<file path="config.mk">
export PLATFORM = sky130hd
export DESIGN_NAME = snes_poll_scheduler
export DESIGN_NICKNAME = d
export VERILOG_FILES = /design/src/rtl/snes_poll_scheduler.sv
export SDC_FILE = /design/constraint.sdc
export NUM_CORES = 1
export LEC_CHECK = 0
export CAP_MARGIN = 20
export CORE_ASPECT_RATIO = 1.4
export CORE_UTILIZATION = 45
export CTS_BUF_LIST = sky130_fd_sc_hd__clkbuf_4 sky130_fd_sc_hd__clkbuf_8
export DETAILED_ROUTE_END_ITERATION = 10
export GPL_ROUTABILITY_DRIVEN = 0
export PLACE_DENSITY = 0.7
export REMOVE_ABC_BUFFERS = 1
export SLEW_MARGIN = 5
export SYNTH_ARGS = -nofsm -noshare
export SYNTH_HDL_FRONTEND = slang
export SYNTH_SLANG_ARGS = --single-unit
</file>
<file path="constraint.sdc">
create_clock -name clk -period 3.7 [get_ports clk]
set_clock_uncertainty 0.15 [all_clocks]
set_input_delay 0.555 -clock clk [delete_from_list [all_inputs] [get_ports clk]]
set_output_delay 0.555 -clock clk [all_outputs]
set_load 0.005 [all_outputs]
</file>
<file path="src/rtl/snes_poll_scheduler.sv">
// Dual SNES controller poller: shared latch/clock, parallel serial capture,
// per-frame publication of button words, presence flags and sticky press events.
module snes_poll_scheduler #(
    parameter int TICK_DIV     = 300,
    parameter int FRAME_CYCLES = 833333
) (
    input  logic        clk,
    input  logic        reset,
    input  logic        enable,
    input  logic        poll_now,
    input  logic        clear_events,
    input  logic        serial_data0,
    input  logic        serial_data1,
    output logic        snes_clk,
    output logic        data_latch,
    output logic        busy,
    output logic        frame_done,
    output logic [11:0] buttons0,
    output logic [11:0] buttons1,
    output logic        present0,
    output logic        present1,
    output logic [11:0] pressed0,
    output logic [11:0] pressed1
);

    localparam int TW = $clog2(2 * TICK_DIV);
    localparam int FW = $clog2(FRAME_CYCLES);

    localparam logic [TW-1:0] LATCH_LAST = TW'(2 * TICK_DIV - 1);
    localparam logic [TW-1:0] HALF_LAST  = TW'(TICK_DIV - 1);
    localparam logic [FW-1:0] FRAME_LAST = FW'(FRAME_CYCLES - 1);

    localparam logic [2:0] IDLE     = 3'd0;
    localparam logic [2:0] LATCH    = 3'd1;
    localparam logic [2:0] CLK_LOW  = 3'd2;
    localparam logic [2:0] CLK_HIGH = 3'd3;
    localparam logic [2:0] DONE     = 3'd4;

    logic [2:0]    state;
    logic [TW-1:0] tick;
    logic [4:0]    bit_idx;
    logic [FW-1:0] frame_cnt;
    logic [15:0]   shift0;
    logic [15:0]   shift1;
    logic          auto_trig;
    logic          trigger;
    logic          tick_end;
    logic          present0_new;
    logic          present1_new;
    logic [11:0]   buttons0_new;
    logic [11:0]   buttons1_new;

    assign auto_trig  = enable && (frame_cnt == FRAME_LAST);
    assign trigger    = auto_trig || poll_now;
    assign snes_clk   = (state != CLK_LOW);
    assign data_latch = (state == LATCH);
    assign busy       = (state != IDLE);

    // Upper four bits of a real pad always shift out high; a floating or
    // missing pad reads low here.
    assign present0_new = &shift0[15:12];
    assign present1_new = &shift1[15:12];
    assign buttons0_new = present0_new ? ~shift0[11:0] : 12'h000;
    assign buttons1_new = present1_new ? ~shift1[11:0] : 12'h000;

    always_comb begin
        tick_end = 1'b0;
        case (state)
            LATCH:            tick_end = (tick == LATCH_LAST);
            CLK_LOW, CLK_HIGH: tick_end = (tick == HALF_LAST);
            default:          tick_end = 1'b0;
        endcase
    end

    always_ff @(posedge clk) begin
        if (reset || !enable) begin
            frame_cnt <= '0;
        end else if (frame_cnt == FRAME_LAST) begin
            frame_cnt <= '0;
        end else begin
            frame_cnt <= frame_cnt + 1'b1;
        end
    end

    always_ff @(posedge clk) begin
        if (reset) begin
            state   <= IDLE;
            tick    <= '0;
            bit_idx <= '0;
            shift0  <= '0;
            shift1  <= '0;
        end else begin
            case (state)
                IDLE: begin
                    if (trigger) begin
                        state <= LATCH;
                        tick  <= '0;
                    end
                end
                LATCH: begin
                    if (tick_end) begin
                        state   <= CLK_LOW;
                        tick    <= '0;
                        bit_idx <= '0;
                    end else begin
                        tick <= tick + 1'b1;
                    end
                end
                CLK_LOW: begin
                    if (tick_end) begin
                        shift0[bit_idx[3:0]] <= serial_data0;
                        shift1[bit_idx[3:0]] <= serial_data1;
                        state <= CLK_HIGH;
                        tick  <= '0;
                    end else begin
                        tick <= tick + 1'b1;
                    end
                end
                CLK_HIGH: begin
                    if (tick_end) begin
                        tick    <= '0;
                        bit_idx <= bit_idx + 1'b1;
                        state   <= (bit_idx == 5'd15) ? DONE : CLK_LOW;
                    end else begin
                        tick <= tick + 1'b1;
                    end
                end
                DONE:    state <= IDLE;
                default: state <= IDLE;
            endcase
        end
    end

    // A clear landing on the publish edge drops old events but keeps new edges.
    always_ff @(posedge clk) begin
        if (reset) begin
            frame_done <= 1'b0;
            buttons0   <= '0;
            buttons1   <= '0;
            present0   <= 1'b0;
            present1   <= 1'b0;
            pressed0   <= '0;
            pressed1   <= '0;
        end else begin
            frame_done <= (state == DONE);
            if (state == DONE) begin
                buttons0 <= buttons0_new;
                buttons1 <= buttons1_new;
                present0 <= present0_new;
                present1 <= present1_new;
                pressed0 <= (pressed0 & ~{12{clear_events}})
                          | (buttons0_new & ~buttons0);
                pressed1 <= (pressed1 & ~{12{clear_events}})
                          | (buttons1_new & ~buttons1);
            end else if (clear_events) begin
                pressed0 <= '0;
                pressed1 <= '0;
            end
        end
    end

endmodule
</file>
==> flow_metrics.py <==
metrics = {
    "outcome": {
        "outcome": "finished, final reports clean",
    },
    "sta": {
        "rsz0062_at_grt": "false",
        "maxSlewHeadroom_pct": 41.1,
        "period_share_pct": 73.6,
        "hold_viol_final": 0,
        "fmax_ghz": 0.367,
        "fin_crit_ns": 2.72,
        "timing.setup.tns_ns": 0,
        "drv_slew": 0,
        "worstMarginPinSlew_ns": 0.883,
        "setup_viol": 0,
    },
    "routing": {
        "viasPerCell": 5.42,
        "first_pass_iters": 5,
        "routed_wl_um": 11100,
        "drtIter0Drc": 195,
        "drcViolationCount": 0,
        "drt.antenna.violating_nets": 0,
        "post_drt_wl_per_cell_um": 13.7,
        "vias": 4379,
    },
    "synthesis": {
        "synth_top_family_by_area": "simple AND/OR/NAND/NOR gates",
        "avgSynthCellArea_um2": 8.63,
        "synthCells": 602,
        "synth_xor_area_share_pct": 3.37,
        "yosysWarnings": 0,
        "yosys.area_share.simple_pct": 27.7,
        "ys.flop_type": "dfxtp_1",
        "synth_compound_area_share_pct": 15.2,
        "synth_cell_type_count": 48,
        "seq_area_frac_synth_pct": 46.6,
        "syn_area_um2": 5190,
        "synthAdderAreaFrac_pct": 1.93,
        "synth_edf_count": 0,
        "ys_ff_latch": 121,
        "synthMuxAreaShare_pct": 1.16,
        "synthArstFlopShare_pct": 0,
    },
    "final_layout": {
        "area_growth_pct": 22.0,
        "antenna_cells": 0,
        "drive_gt1_share_pct": 7.53,
        "final_nets": 666,
        "final_util_pct": 56.2,
        "fillCellCount": 1012,
    },
    "global_route": {
        "grt_max_degree": 76,
        "grt_pass1_wl_um": 18900,
        "track_usage_pct": 19.8,
        "grt.overflow.total": 0,
        "antenna_found_initial": 0,
        "grt_pass1_vias": 4309,
    },
    "floorplan": {
        "fp.dieArea_um2": 12000,
        "die_y_um": 129,
        "row_count": 46,
        "initial_core_util_pct": 46.1,
        "ios": 61,
        "die_w_um": 92.8,
        "core_um2": 11300,
    },
    "hold_path": {
        "min_path_cells": 2,
        "holdPathEnd": "present1",
        "worstHoldPathType": "flip-flop to flip-flop",
        "hold_start": "present1",
    },
    "power_and_ir_drop": {
        "power_mw": 2.73,
        "powerDensity_nw_per_um2": 430,
        "irDropWorstVdd_v": 0.000229,
        "p_leak_nw": 2.28,
    },
    "clocking": {
        "ctsHoldBuffers": 0,
        "clkTransAtPathRegs_ns": 0.08,
        "cts.sinks": 121,
        "clk_latency_ns": 0.43,
        "h-tree-depth": 4,
        "ctsResizeCount": 0,
        "clock_path_buffers": 2,
        "numCtsBuffers": 17,
        "post_cts_buffers": 0,
        "clockRootBuffer": "clkbuf_8",
        "cts_tree": "done",
    },
    "setup_path": {
        "cp-end-kind": "output pin",
        "arrival_ns": 2.02,
        "crit_type": "flip-flop to output pin",
        "path_max_fanout": 19,
        "critical_path_required_ns": 2.99,
        "start_kind": "flip-flop",
        "rr_startpoint": "state[1]",
        "r2r_slack_ns": 1.12,
        "rr_worst_depth": 7,
        "r2r-end": "shift0[9]",
    },
    "place": {
        "dp_hpwl_um": 7620,
        "port_buffers": 60,
    },
    "job": {
        "maxCapViolations": 0,
    },
}
[layout make-up]
class	instances	area, um2	area share, %
clock buffers	18	241	3.81
clock inverters	14	220	3.47
inverters	13	48.8	0.770
multi-input cells	429	2560	40.4
flip-flops and latches	121	2420	38.2
well taps	144	180	2.84
repair buffers	69	663	10.5
[worst max-delay path by stage]
stage	startpoint	end	slack, ns	depth (start not counted)
after global placement	poll_now	tick[2]	1.16	6
after global routing	state[1]	snes_clk	0.83	4
final	state[1]	snes_clk	0.98	4
after CTS	state[1]	snes_clk	0.96	4
after floorplan	state[1]	state[1]	1.30	5
after detailed placement	state[1]	shift0[9]	1.15	7
[metal layers]
metal,part of all wire [%],track usage (%)
met1,43,21.3
met2,52,36.0
met3,3.5,5.69
met4,1.3,8.33
met5,0,0
[where the power goes]
group / internal [mW] / switching, mW
combinational: 0.0216 / 0.0415
clock: 0.816 / 0.539
sequential: 1.30 / 0.00435
[synth_stat cells (all sizes together) (2+ instances only)]
library cell	instances	area [um2]
dfxtp	121	2420
xnor2	7	61.3
mux2i	6	60.1
nor2b	9	56.3
a21oi	58	290
o211ai	15	118
and4	2	17.5
or2	3	18.8
or3	27	169
nor3	9	45.0
clkbuf	28	105
buf	11	55.1
nand3	45	225
nor2	62	235
inv	13	48.8
ha	8	100
nand4	13	81.3
and2	3	18.8
o21ai	13	65.1
xor2	13	114
nor4	2	27.5
o311ai	2	17.5
nand4b	2	17.5
nand2	44	165
nand2b	25	156
and3	19	119
nor4b	3	41.3
a2bb2oi	24	210
a31oi	4	25.0
[critical path: stages (launching register included)]
cell	delay, ns
dfxtp_1	0.62
nor3b_1	0.24
buf_4	0.23
inv_1	0.05
clkdlybuf4s50_1	0.44
[registers in the layout, indices dropped and copies added (netlist names)]
register / count
pressed1: 12
shift0: 16
bit_idx: 5
present0: 1
buttons1: 12
tick: 10
pressed0: 12
buttons0: 12
frame_done: 1
shift1: 16
present1: 1
frame_cnt: 20
state: 3
[cells by family after synthesis]
logic type               count (synthesis)
adder cells (fa/ha/maj)                  8
AND/OR/NAND/NOR                        273
AO/OA/AOI/OAI                          122
buffers and inverters                   52
multiplexers                             6
flip-flops                             121
XOR/XNOR                                20
[metrics by stage]
step | std cells | area [um2] | hold WS (ns) | setup WS [ns]
detailed placement | 776 | 5880 | 0.300 | 1.15
global placement | 776 | 5880 | 0.291 | 1.16
CTS | 808 | 6340 | 0.311 | 0.957
finish | 808 | 6340 | 0.307 | 0.976
global route | 808 | 6340 | 0.333 | 0.826
floorplan | 563 | 5030 | 0.276 | 1.30
[layout by cell type, fill, tap and decap left out, drive strengths merged, types with 7 or more instances in the layout]
master,instances
nand4,13
nand3,45
a21oi,58
xor2,13
a2bb2oi,24
and3,19
clkbuf,18
nor3,9
buf,10
nand2,44
o21ai,13
o211ai,15
dfxtp,121
or3,27
ha,8
clkdlybuf4s50,59
nor2b,9
inv,16
nand2b,25
nor2,62
xnor2,7
Note: power is estimated with default switching activity, not from simulation.
